==> config.mk <==
export PLATFORM = sky130hd
export DESIGN_NAME = ms_timebase
export DESIGN_NICKNAME = d
export VERILOG_FILES = /design/src/rtl/timebase_pkg.sv /design/src/rtl/ms_timebase_frac_divider.sv /design/src/rtl/ms_timebase.sv
export SDC_FILE = /design/constraint.sdc
export NUM_CORES = 1
export LEC_CHECK = 0
export CORE_MARGIN = 10
export CORE_UTILIZATION = 60
export CTS_BUF_LIST = sky130_fd_sc_hd__clkbuf_8
export CTS_CLUSTER_DIAMETER = 100
export DETAILED_ROUTE_END_ITERATION = 6
export GPL_TIMING_DRIVEN = 0
export PLACE_DENSITY_LB_ADDON = 0.1
export RECOVER_POWER = 50
export SLEW_MARGIN = 25
export SYNTH_ARGS = -nofsm -noshare
export SYNTH_HDL_FRONTEND = slang
export SYNTH_SLANG_ARGS = --single-unit
==> constraint.sdc <==
create_clock -name clk -period 3.85 [get_ports clk]
set_clock_uncertainty 0.05 [all_clocks]
set_input_delay 0.5775 -clock clk [delete_from_list [all_inputs] [get_ports clk]]
set_output_delay 0.5775 -clock clk [all_outputs]
set_load 0.02 [all_outputs]
==> src/rtl/timebase_pkg.sv <==
// Shared constants and sizing helper for the fractional-rate millisecond timebase.
package timebase_pkg;

  localparam int DEF_CLK_HZ  = 32'd100_000_000;
  localparam int DEF_TICK_HZ = 32'd1000;

  // Accumulator must hold acc + TICK_HZ, whose maximum is CLK_HZ + TICK_HZ - 1.
  function automatic int acc_width(input int clk_hz, input int tick_hz);
    return $clog2(clk_hz + tick_hz);
  endfunction

endpackage

==> src/rtl/ms_timebase_frac_divider.sv <==
// Phase-accumulator divider: adds TICK_HZ per enabled cycle and fires tick when
// the phase crosses CLK_HZ, keeping the remainder so the long-run rate is exact.
module frac_divider
  import timebase_pkg::*;
#(
  parameter int CLK_HZ  = DEF_CLK_HZ,
  parameter int TICK_HZ = DEF_TICK_HZ,
  parameter int ACC_W   = acc_width(CLK_HZ, TICK_HZ)
) (
  input  logic clk,
  input  logic rst,
  input  logic enable,
  input  logic resync,
  output logic tick
);

  localparam logic [ACC_W-1:0] C_CLK  = ACC_W'(CLK_HZ);
  localparam logic [ACC_W-1:0] C_TICK = ACC_W'(TICK_HZ);

  logic [ACC_W-1:0] r_acc;
  logic [ACC_W-1:0] w_sum;
  logic [ACC_W-1:0] w_next;
  logic             w_wrap;

  // Next phase: wrap by subtracting CLK_HZ once the sum reaches it.
  always_comb begin
    w_sum  = r_acc + C_TICK;
    w_wrap = (w_sum >= C_CLK);
    if (w_wrap) begin
      w_next = w_sum - C_CLK;
    end else begin
      w_next = w_sum;
    end
  end

  // Phase register; resync restarts the phase, enable low freezes it.
  always_ff @(posedge clk) begin
    if (rst) begin
      r_acc <= {ACC_W{1'b0}};
    end else if (resync) begin
      r_acc <= {ACC_W{1'b0}};
    end else if (enable) begin
      r_acc <= w_next;
    end else begin
      r_acc <= r_acc;
    end
  end

  assign tick = enable & ~resync & w_wrap;

endmodule

==> src/rtl/ms_timebase.sv <==
// Millisecond timebase: registered one_ms / one_s strobes plus a free-running
// tick count, driven by the fractional divider.
module ms_timebase
  import timebase_pkg::*;
#(
  parameter int CLK_HZ  = DEF_CLK_HZ,
  parameter int TICK_HZ = DEF_TICK_HZ,
  parameter int CNT_W   = 32'd32
) (
  input  logic             clk,
  input  logic             rst,
  input  logic             enable,
  input  logic             resync,
  output logic             one_ms,
  output logic             one_s,
  output logic [CNT_W-1:0] ms_count
);

  localparam int              SUB_W      = (TICK_HZ > 32'd1) ? $clog2(TICK_HZ) : 32'd1;
  localparam logic [SUB_W-1:0] C_SUB_LAST = SUB_W'(TICK_HZ - 32'd1);

  if ((TICK_HZ <= 32'd0) || (TICK_HZ > CLK_HZ)) begin : g_bad_ratio
    $fatal(1, "ms_timebase: TICK_HZ must be in 1..CLK_HZ");
  end

  logic             w_tick;
  logic             w_sub_last;
  logic [SUB_W-1:0] r_sub;
  logic             r_one_ms;
  logic             r_one_s;
  logic [CNT_W-1:0] r_ms_count;

  frac_divider #(
    .CLK_HZ  (CLK_HZ),
    .TICK_HZ (TICK_HZ)
  ) u_div (
    .clk    (clk),
    .rst    (rst),
    .enable (enable),
    .resync (resync),
    .tick   (w_tick)
  );

  assign w_sub_last = (r_sub == C_SUB_LAST);

  // Strobes, sub-second position and tick count; w_tick is already masked by enable/resync.
  always_ff @(posedge clk) begin
    if (rst) begin
      r_sub      <= {SUB_W{1'b0}};
      r_one_ms   <= 1'b0;
      r_one_s    <= 1'b0;
      r_ms_count <= {CNT_W{1'b0}};
    end else begin
      r_one_ms <= w_tick;
      r_one_s  <= w_tick & w_sub_last;
      if (resync) begin
        r_sub <= {SUB_W{1'b0}};
      end else if (w_tick) begin
        r_sub <= w_sub_last ? {SUB_W{1'b0}} : (r_sub + SUB_W'(1));
      end else begin
        r_sub <= r_sub;
      end
      if (w_tick) begin
        r_ms_count <= r_ms_count + CNT_W'(1);
      end else begin
        r_ms_count <= r_ms_count;
      end
    end
  end

  assign one_ms   = r_one_ms;
  assign one_s    = r_one_s;
  assign ms_count = r_ms_count;

endmodule
==> flow_summary.ini, run 1 <==
[setup_path]
cp_max_fo = 10
path_class = reg -> reg
regToRegSetupSlack_ns = 0.17
rr_endpoint = ms_count[13]
cp_slowest_cell = or4_1
end_kind = flip-flop
crit_top_cell = buf_2
required_ns = 4.02
cp-start-kind = flip-flop
cp_num_buf_inv = 3
slowest_delay_ns = 0.54
reg2reg_depth = 12
critPathTopFamily = compound AO/OA/AOI/OAI gates
path_cells = nand3_2, or4_1, buf_2, o221ai_2, o211ai_2, o31a_1, o2bb2ai_4, buf_4, buf_2, nand4_1, xor2_1, nor2_1
r2r_start = u_div.r_acc[12]
crit_arrival_ns = 3.86

[cts]
cts.sinks = 68
postCtsSetupBuffers = 0
clk_latency_ns = 0.35
cts_buffer_depth = 2
ctsHoldBuffers = 0
cts_tree = yes
htreeDepth = 3
cts.clk_slew.worst_paths_ns = 0.08
numCtsBuffers = 9
root_buffer = clkbuf_8

[timing]
final_max_slew_viol_count = 0
fin_crit_ns = 3.68
tns_ns = 0
rsz0062_at_grt = false
maxSlewHeadroom_pct = 50.5
tightest_slew_ns = 0.737
hold_viol = 0
layout_setup_ws_ns = 0.168
holdWs_ns = 0.436
clock.fmax_mhz = 272
min_period_over_period_pct = 95.6
final-setup-viol-count = 0

[job]
max_cap_viol_count = 0

[synthesis]
async_flop_share_pct = 0
synth_top_area_share_pct = 32.3
seq_area_frac_synth_pct = 32.3
synthTopCellsByArea = dfxtp_1, xnor2_1, nor2_1, nor3_1, xor2_1
ys_dominant_reg_cell = dfxtp_1
yosys_warnings = 0
yosysTopAreaCell = dfxtp_1
synth-edff-count = 0
synth_area_um2 = 4210
synth_cells = 525
synth_nets = 534
avgSynthCellArea_um2 = 8.02
synth_seq_cells = 68
yosysUniqueCellTypes = 71

[floorplan]
start_util_pct = 62.0
die_w_um = 104
fp-row-count = 30
die_area_um2 = 10800
ios = 38
coreArea_um2 = 6790
die_h_um = 104

[global_routing]
grtUsageMet2_pct = 35.1
grt_use_met3_pct = 6.32
grt-ovfl-total = 0
grt_pass1_wl_um = 19800
grt_start_max_net_pins = 13
grt.total_usage_pct = 21.6
top_usage_layer = met2
grt_pass1_vias = 4050
global_route.usage.met1_pct = 25.4
grt_antenna_before_repair = 0

[placement]
gp_congestion = 0.951
place_area_um2 = 4690
portBuffers = 36
dp_cells = 657
post-place-ws_ns = -0.287
hpwlAfterDp_um = 8640

[routing]
drt-pass1-iter-count = 5
wl_um = 12300
drc_errors = 0
routedWlPerCell_um = 18.2
routed-via-count = 4236
drt_iter0_markers = 294
drtAntennaViolNets = 0
viasPerCell = 6.30

[cells_and_area]
layout.nets = 580
area_growth_pct = 18.8
fin_cells = 672
fin_area_um2 = 5000
diodes = 0
drive_gt1_share_pct = 10.2
utilization_pct = 73.6

[min_path]
whs_endpoint = r_sub[1]
hp-start = r_sub[1]
min_path_type = reg -> reg
whs_path_depth = 2

[power]
seqPwrFrac_pct = 44.9
ir_drop_v = 0.000216
swShare_pct = 25.8
p_per_area_nw_per_um2 = 317
switching_power_mw = 0.409
power_frac_comb_pct = 8.9
p_int_mw = 1.18
p_leak_nw = 1.90
p_total_mw = 1.58
power.share.clock_pct = 46.1

[run_status]
status = complete, no violations
==> worst reg2reg max path, cell delays in order (launching register included) <==
cell,delay [ns]
dfxtp_1,0.52
nand3_2,0.24
or4_1,0.54
buf_2,0.18
o221ai_2,0.18
o211ai_2,0.20
o31a_1,0.37
o2bb2ai_4,0.33
buf_4,0.26
buf_2,0.28
nand4_1,0.15
xor2_1,0.19
nor2_1,0.06
==> layout make-up <==
class | instances | area [um^2]
fillers | 548 | 1790
multi-input cells | 416 | 2750
well taps | 96 | 120
repair buffers | 36 | 360
clock inverters | 7 | 115
flip-flops and latches | 68 | 1360
clock buffers | 9 | 124
plain buffers | 33 | 148
inverters | 7 | 26.3
==> timing repair <==
item | 4_1_cts | 5_1_grt
setup endpoints to repair | 44 | 54
pin swaps | 0 | 0
resized for setup | 4 | 8
==> Yosys cell counts (all sizes together), types with 2 or more instances <==
master    n
a2111oi   2
a211o     4
a211oi    6
a21boi    2
a21o      5
a21oi    21
a22o      2
a311oi    3
a31o      2
a31oi     2
a41o      2
and2      7
and3     15
and4      6
buf      15
clkbuf   19
dfxtp    68
ha        5
inv       7
mux2i     6
nand2    35
nand3    29
nand4    22
nor2     62
nor2b     9
nor3     39
nor3b     2
nor4      8
nor4b     2
o211ai    3
o21ai    14
o22ai     2
o2bb2ai   2
o311ai    2
o31a      2
o31ai     7
or2       2
or3      13
or4       7
or4b      2
xnor2    33
xor2     17
==> worst max path at each step <==
stage,cells after the start,startpoint,end
floorplan,11,u_div.r_acc[3],ms_count[12]
global placement,12,u_div.r_acc[3],u_div.r_acc[16]
detailed placement,12,u_div.r_acc[3],u_div.r_acc[15]
CTS,13,u_div.r_acc[3],ms_count[13]
global route,12,u_div.r_acc[11],u_div.r_acc[12]
finish,12,u_div.r_acc[12],ms_count[13]
==> metal layers <==
metal | vias up | wire length [um]
li1 | 2016 | -
met2 | 174 | 5710
met3 | 38 | 1050
met5 | - | 0
met1 | 2008 | 5080
met4 | 0 | 418
==> logic make-up (layout without fill, tap and decap cells) <==
| logic type | Yosys count | after routing | share of synthesized area, % |
|---|---|---|---|
| AOI/OAI and AO/OA | 92 | 92 | 16.4 |
| xor gates and xnor gates | 50 | 50 | 10.4 |
| adders and majority gates | 5 | 5 | 1.49 |
| buffers and inverters | 41 | 92 | 4.19 |
| DFF | 68 | 68 | 32.3 |
| muxes | 6 | 6 | 1.43 |
| and+or+nand+nor | 263 | 263 | 33.8 |
==> power groups by stage <==
stage	registers, mW	logic, mW	clock network, mW
after floorplan	0.726	0.0925	0
after global placement	0.727	0.130	0
after detailed placement	0.728	0.131	0
after CTS	0.711	0.132	0.729
after global routing	0.712	0.152	0.758
final	0.712	0.142	0.731
==> layout by cell type, fill, tap and decap left out, drive strengths merged, types with 3 or more instances in the layout <==
master | Yosys | routed
and4 | 6 | 6
nand2 | 35 | 35
o211ai | 3 | 3
and2 | 7 | 7
or3 | 13 | 13
dfxtp | 68 | 68
inv | 7 | 9
xor2 | 17 | 17
or4 | 7 | 7
nor3 | 39 | 39
nor2b | 9 | 9
bufinv | 0 | 3
buf | 15 | 15
o21ai | 14 | 14
xnor2 | 33 | 33
and3 | 15 | 15
a21o | 5 | 5
a21oi | 21 | 21
mux2i | 6 | 6
nand4 | 22 | 22
o31ai | 7 | 7
a311oi | 3 | 3
nand3 | 29 | 29
nor4 | 8 | 8
dlygate4sd3 | 0 | 35
a211oi | 6 | 6
clkbuf | 19 | 27
nor2 | 62 | 62
ha | 5 | 5
a211o | 4 | 4
==> sequential cells by signal (all words and copies together) (netlist names) <==
name / count
ms_count: 32
one_ms: 1
one_s: 1
r_sub: 10
u_div.r_acc: 24
(Power assumes the default switching activity.)
==> inputs of run 2 (changes only) <==
--- a/config.mk
+++ b/config.mk
@@ -5,6 +5,7 @@
 export SDC_FILE = /design/constraint.sdc
 export NUM_CORES = 1
 export LEC_CHECK = 0
+export CAP_MARGIN = 20
 export CORE_MARGIN = 10
 export CORE_UTILIZATION = 60
 export CTS_BUF_LIST = sky130_fd_sc_hd__clkbuf_8
==> results of run 2 <==
Same layout as run 1: the final DEF is identical, and so are final timing and power.
==> inputs of run 3 (changes only) <==
--- a/config.mk
+++ b/config.mk
@@ -6,7 +6,7 @@
 export NUM_CORES = 1
 export LEC_CHECK = 0
 export CAP_MARGIN = 20
-export CORE_MARGIN = 10
+export CORE_MARGIN = 2
 export CORE_UTILIZATION = 60
 export CTS_BUF_LIST = sky130_fd_sc_hd__clkbuf_8
 export CTS_CLUSTER_DIAMETER = 100
==> run 3 against run 2 <==
Sequential cell count is the same; clock power shrank 9.8%; total power shrank 4.5%; largest power group is now sequential cells.
==> flow_summary.ini, run 3 (synthesized netlist as in run 1, its figures left out) <==
[power]
swShare_pct = 26.6
power.share.clock_pct = 43.6
p_leak_nw = 1.89
p_per_area_nw_per_um2 = 304
power_frac_comb_pct = 9.4
ir_drop_v = 0.000196
p_int_mw = 1.11
switching_power_mw = 0.402
seqPwrFrac_pct = 47.0
p_total_mw = 1.51

[cts]
cts.sinks = 68
numCtsBuffers = 9
ctsHoldBuffers = 0
clk_latency_ns = 0.35
root_buffer = clkbuf_8
htreeDepth = 3
cts_tree = yes
cts_buffer_depth = 2
cts.clk_slew.worst_paths_ns = 0.08

[routing]
drt_iter0_markers = 444
viasPerCell = 6.38
wl_um = 12200
drc_errors = 0
drt-pass1-iter-count = 7
routed-via-count = 4285
drtAntennaViolNets = 0
routedWlPerCell_um = 18.1

[floorplan]
coreArea_um2 = 6790
fp-row-count = 30
die_w_um = 87.8
start_util_pct = 62.0
die_h_um = 87.8
ios = 38
die_area_um2 = 7710

[cells_and_area]
drive_gt1_share_pct = 10.1
largest_reg_flops = 32
area_growth_pct = 18.1
utilization_pct = 73.3
fin_area_um2 = 4980
mostFrequentLayoutCells = dfxtp_1, nor2_1, nor3_1, dlygate4sd3_1, nand2_1
final_common_cell = dfxtp_1
layout.nets = 580
diodes = 0

[placement]
place_area_um2 = 4690
gp_congestion = 0.984
hpwlAfterDp_um = 8520
portBuffers = 36

[run_status]
status = complete, no violations

[timing]
fin_crit_ns = 3.71
rsz0062_at_grt = false
clock.fmax_mhz = 270
tightest_slew_ns = 0.818
hold_viol = 0
min_period_over_period_pct = 96.4
final-setup-viol-count = 0
holdWs_ns = 0.433
final_max_slew_viol_count = 0
maxSlewHeadroom_pct = 45.0

[global_routing]
grt.total_usage_pct = 32.4
grt_antenna_before_repair = 0
grt_start_max_net_pins = 13
grt-ovfl-total = 0
grt_pass1_wl_um = 19500
grt_pass1_vias = 3964

[job]
max_cap_viol_count = 0

[min_path]
min_path_type = reg -> reg

[setup_path]
cp_max_fo = 10
end_kind = flip-flop
regToRegSetupSlack_ns = 0.14
required_ns = 4.02
cp-start-kind = flip-flop
crit_arrival_ns = 3.88
path_class = reg -> reg
==> run 3: what timing repair did <==
| item | in CTS | in global routing |
|---|---|---|
| setup endpoints to repair | 34 | 54 |
| setup buffers | 0 | 0 |
| gates resized for setup | 4 | 7 |
==> run 3: final cells by class <==
cell class              instances  area [um^2]
plain buffers                  33          148
clock buffers                   9          124
clock inverters                 7         91.3
fillers                       549         1820
inverters                       7         26.3
multi-input cells             416         2750
flip-flops and latches         68         1360
well taps                      96          120
repair buffers                 36          360
==> run 3: worst max-delay path: stages (launching register included) <==
cell,delay (ns)
dfxtp_1,0.34
ha_1,0.35
or3_1,0.47
nor2_2,0.38
nor3b_1,0.15
xnor2_1,0.18
o31a_1,0.40
o2bb2ai_4,0.34
buf_4,0.25
clkbuf_2,0.28
nand4_1,0.14
xor2_1,0.18
nor2_1,0.05
==> run 3: power by group through the flow <==
| stage | sequential [mW] | combinational [mW] | clock [mW] |
|---|---|---|---|
| after floorplan | 0.726 | 0.0925 | 0 |
| after global placement | 0.727 | 0.130 | 0 |
| after detailed placement | 0.728 | 0.131 | 0 |
| after CTS | 0.711 | 0.134 | 0.657 |
| after global routing | 0.712 | 0.152 | 0.686 |
| final | 0.712 | 0.142 | 0.659 |
==> run 3: worst paths after layout <==
kind,from,end,cells after the start
worst max-delay path,u_div.r_acc[4],ms_count[16],12
worst min-delay path,r_sub[1],r_sub[1],2
worst max register to register,u_div.r_acc[4],ms_count[16],12
worst min register to register,r_sub[1],r_sub[1],2
==> run 3: layer usage <==
| layer | vias to the layer above | wire length [um] | track usage (%) |
|---|---|---|---|
| met2 | 230 | 5840 | 54.3 |
| met4 | 0 | 345 | 13.6 |
| met1 | 2008 | 5110 | 41.9 |
| li1 | 2012 | - | - |
| met5 | - | 0 | 0 |
| met3 | 35 | 872 | 4.43 |
==> run 3: metrics by stage <==
step	std cells	TNS, ns	setup slack (ns)
final	672	0	0.140
after global routing	672	0	0.0268
after CTS	673	0	0.0315
after detailed placement	657	-4.06	-0.255
after global placement	657	-5.12	-0.284
after floorplan	525	0	0.711
==> RTL change 1, RTL diff (flow settings as in run 3) <==
The output `one_s` loses its register stage (`r_one_s` becomes a continuous assignment).
--- a/src/rtl/ms_timebase.sv
+++ b/src/rtl/ms_timebase.sv
@@ -48,11 +48,9 @@
     if (rst) begin
       r_sub      <= {SUB_W{1'b0}};
       r_one_ms   <= 1'b0;
-      r_one_s    <= 1'b0;
       r_ms_count <= {CNT_W{1'b0}};
     end else begin
       r_one_ms <= w_tick;
-      r_one_s  <= w_tick & w_sub_last;
       if (resync) begin
         r_sub <= {SUB_W{1'b0}};
       end else if (w_tick) begin
@@ -68,6 +66,8 @@
     end
   end
 
+  assign r_one_s = w_tick & w_sub_last;
+
   assign one_ms   = r_one_ms;
   assign one_s    = r_one_s;
   assign ms_count = r_ms_count;
Behaviour: same outputs for any inputs over 10 cycles, from zero or initial values and one cycle with rst high; that may be too few to reach the edited logic, so the function may still have changed.
==> RTL change 1 against run 3 <==
  * Synthesized area grew 4.4%
  * Worst setup slack lost 0.066 ns
  * Routed wire length grew 0.43%
  * Sequential cell count shrank 1
  * Combinational power grew 3%
  * Core utilization grew 0.34 points
  * Synthesized cell count grew 4.8%
  * Final area grew 6.1%
  * Power shrank 4.2%
  * Hold slack gained 0.042 ns
  * Non-clock buffer count grew 5
  * Sequential share of layout area shrank 1.4 points
  * Critical path type is now flop to primary output
  * Largest power group unchanged
==> RTL change 1: results (changes against run 3) <==
drt:
  vias: 4366  # +1.9%
  detail_route.vias_per_cell: 6.228  # -2.3%
  drt_iter0_drc: 292  # -34%
  wl_um: 12220  # +0.43%
pwr:
  clock_power_share_pct: 41.5  # -2.1 points
  seq_power_share_pct: 48.4  # +1.4 points
  power.ir.vdd_worst_mv: 0.2085  # +6.5%
  power_combinational_mw: 0.146  # +3%
  switching_share_pct: 27.62  # +1.0 points
setup_path:
  worst-endpoint-arrival_ns: 3.15  # -0.73 ns
  rr_worst_depth: 14  # +2
  worst_r2r_startpoint: "u_div.r_acc[3]"
  setup.worst_path.start: "u_div.r_acc[18]"
  ff_to_ff_setup_slack_ns: 0.19  # +0.05 ns
  reg2reg_to: "u_div.r_acc[14]"
  timing.critical_path.fanout_max: 6  # -4
cells_and_area:
  filler_cell_count: 531  # -3.3%
  drive_above_1_share_pct: 16.81  # +6.7 points
grt:
  grt_pass1_wl_um: 19450  # -0.21%
  grt_total_usage_pct: 31.35  # -1.0 points
  number_of_global_route_vias_before_repair: 4031  # +1.7%
  grt_start_max_net_pins: 12  # -1
  antenna_found_initial: 1  # +1
cts:
  cts_resized: 34  # +30
outcome:
  run_status: "finished clean"
place:
  dp_worst_setup_slack_ns: -0.5856  # -0.3305 ns
  placement.cell_area_um2: 4873  # +3.8%
  port_buffers: 35  # -2.8%
  dp_cells: 684  # +4.1%
  dp_hpwl_um: 8366  # -1.9%
logic_synthesis:
  netlist-cell-type-count: 67  # -5.6%
  yosys-top-cells-count: "76 x sky130_fd_sc_hd__nor2_1, 67 x sky130_fd_sc_hd__dfxtp_1, 49 x sky130_fd_sc_hd__xnor2_1, 44 x sky130_fd_sc_hd__nand2_1, 27 x sky130_fd_sc_hd__nor3_1"
  yosysSeqAreaShare_pct: 30.49  # -1.8 points
  postSynthNetCount: 559  # +4.7%
  yosys-top-cells-area: "sky130_fd_sc_hd__dfxtp_1 30%, sky130_fd_sc_hd__xnor2_1 9.8%, sky130_fd_sc_hd__nor2_1 6.5%"
sta:
  max_slew.worst_pin.slew_ns: 0.7560  # -0.06213 ns
  fmax_mhz: 264.8  # -1.8%
worst_hold_path:
  hold_start: "ms_count[31]"
  whs_endpoint: "ms_count[31]"
RTL change 1: cell count changes in the layout (fill, tap and decap cells not counted), sizes merged, moves of 7 or more:
cell   delta
nor4     +24
nand4     -9
xnor2    +16
xor2      -7
nor3     -10
buf       +7
nand3     -7
nand2    +10
a21oi    -10
nor2     +15
inv       +9
RTL change 1: logic make-up (layout without fill, tap and decap cells):
| group | count (synthesis) | after routing | share of synthesized area, % |
|---|---|---|---|
| AO/OA/AOI/OAI | 86 | 86 | 15.27 |
| flip-flops | 67 | 67 | 30.49 |
| buffers and inverters | 56 | 107 | 5.432 |
| other | 0 | 1 | 0 |
| adder cells (fa/ha/maj) | 5 | 5 | 1.422 |
| AND/OR/NAND/NOR | 270 | 270 | 33.93 |
| XOR/XNOR | 59 | 59 | 11.75 |
| multiplexers | 7 | 7 | 1.706 |
RTL change 1: layout make-up:
| type | instances | area (um^2) | share of cell area [%] |
|---|---|---|---|
| buffer | 34 | 175.2 | 3.317 |
| sequential | 67 | 1369 | 25.92 |
| clock inverter | 5 | 55.05 | 1.042 |
| inverter | 18 | 67.56 | 1.279 |
| clock buffer | 10 | 137.6 | 2.606 |
| antenna | 1 | 2.502 | 0.04738 |
| multi-input combinational | 427 | 2965 | 56.15 |
| tap | 99 | 123.9 | 2.345 |
| timing repair buffer | 40 | 385.4 | 7.297 |
RTL change 1: critical path: cells and delay by family (launching register included):
kind	cells	cell delay [ns]
AND/OR/NAND/NOR	3	1.08
buffers and inverters	3	0.38
AO/OA/AOI/OAI	4	0.95
flip-flops	1	0.38
RTL change 1: layer usage:
layer | global-route usage [%] | wire length [um] | vias up
met2 | 50.94 | 5836 | 204
met5 | 0 | 0 | -
met3 | 7.038 | 959 | 44
met4 | 14.25 | 431 | 0
li1 | - | - | 2081
met1 | 39.69 | 4988 | 2037
==> RTL change 2, RTL diff (flow settings as in run 3) <==
Without the edit above. `DEF_TICK_HZ`: 32'd1000 -> 32'd4000.
--- a/src/rtl/timebase_pkg.sv
+++ b/src/rtl/timebase_pkg.sv
@@ -2,7 +2,7 @@
 package timebase_pkg;
 
   localparam int DEF_CLK_HZ  = 32'd100_000_000;
-  localparam int DEF_TICK_HZ = 32'd1000;
+  localparam int DEF_TICK_HZ = 32'd4000;
 
   // Accumulator must hold acc + TICK_HZ, whose maximum is CLK_HZ + TICK_HZ - 1.
   function automatic int acc_width(input int clk_hz, input int tick_hz);
Function: no difference found for any inputs over 10 cycles, from zero or initial values and one cycle with rst high; that may be too few to reach the edited logic, so the function may still have changed.
==> RTL change 2 against run 3 <==
  * Power shrank 4.4%
  * Final area grew 3.5%
  * Hold slack gained 0.0062 ns
  * Sequential share of layout area shrank 0.88 points
  * Largest cell class unchanged
  * Largest power group unchanged
  * Sequential cell count is the same
  * Routed wire length grew 8.4%
  * Worst setup slack gained 0.054 ns
  * Clock power shrank 7.4%
  * Synthesized area grew 4.6%
  * Maximum frequency grew 1.5%
  * Synthesized cell count grew 11%
==> RTL change 2: results (changes against run 3) <==
place:
  dp_worst_setup_slack_ns: -0.2506  # +0.004461 ns
  placement.cell_area_um2: 4890  # +4.2%
  dp_cells: 718  # +9.3%
  dp_hpwl_um: 9253  # +8.5%
  place_congestion: 1.025  # +4.2%
setup_path:
  worst_r2r_startpoint: "u_div.r_acc[8]"
  ff_to_ff_setup_slack_ns: 0.19  # +0.05 ns
  slowest_stage_cell_cp: "sky130_fd_sc_hd__or4_1"
  reg2reg_to: "r_sub[7]"
cells_and_area:
  num-nonclk-buffers: 73  # +5.8%
  post_layout_nonfiller_instances: 734  # +9.2%
  drive_above_1_share_pct: 6.929  # -3.1 points
  layout.nonclk_buf_share_pct: 10.20  # about the same
  multi_input_combinational_cell_area_um2: 2877  # +4.7%
sta:
  period_minus_slack_ns: 3.656  # -0.05359 ns
pwr:
  power_density_nw_per_um2: 280.6  # -7.7%
drt:
  vias: 4790  # +12%
  wl_um: 13190  # +8.4%
logic_synthesis:
  yosys-top-cells-area: "sky130_fd_sc_hd__dfxtp_1 31%, sky130_fd_sc_hd__a21oi_1 6.5%, sky130_fd_sc_hd__or3_1 4.8%"
  synth-compound-area-share_pct: 24.28  # +7.9 points
  post_synth.cell_area_avg_um2: 7.557  # -5.8%
cts:
  cts.repair_timing.setup_buffer_count: 1  # +1
grt:
  grt_total_usage_pct: 33.17  # +0.78 points
  grt_pass1_wl_um: 20650  # +5.9%
outcome:
  run_status: "finished clean"
RTL change 2: changes by cell type after synthesis, moves of 18 or more:
cell and delta:
sky130_fd_sc_hd__nand2_1 +22, sky130_fd_sc_hd__xnor2_1 -20, sky130_fd_sc_hd__or3_1 +21, sky130_fd_sc_hd__nor2_1 -19, sky130_fd_sc_hd__nor3_1 -18, sky130_fd_sc_hd__a21oi_1 +36, sky130_fd_sc_hd__o21ai_0 +18
RTL change 2: routing by layer:
layer / vias up / track usage [%] / part of all wire, %
met3: 50 / 4.479 / 6.1
met1: 2239 / 41.07 / 43
li1: 2285 / - / -
met2: 216 / 56.35 / 47
met4: 0 / 16.55 / 4.0
met5: - / 0 / 0
RTL change 2: power breakdown:
| group | total [mW] | leakage (nW) | switching [mW] | internal, mW |
|---|---|---|---|---|
| Combinational | 0.121 | 1.09 | 0.0843 | 0.0364 |
| Clock | 0.610 | 0.0918 | 0.309 | 0.301 |
| Sequential | 0.715 | 0.549 | 0.00840 | 0.707 |
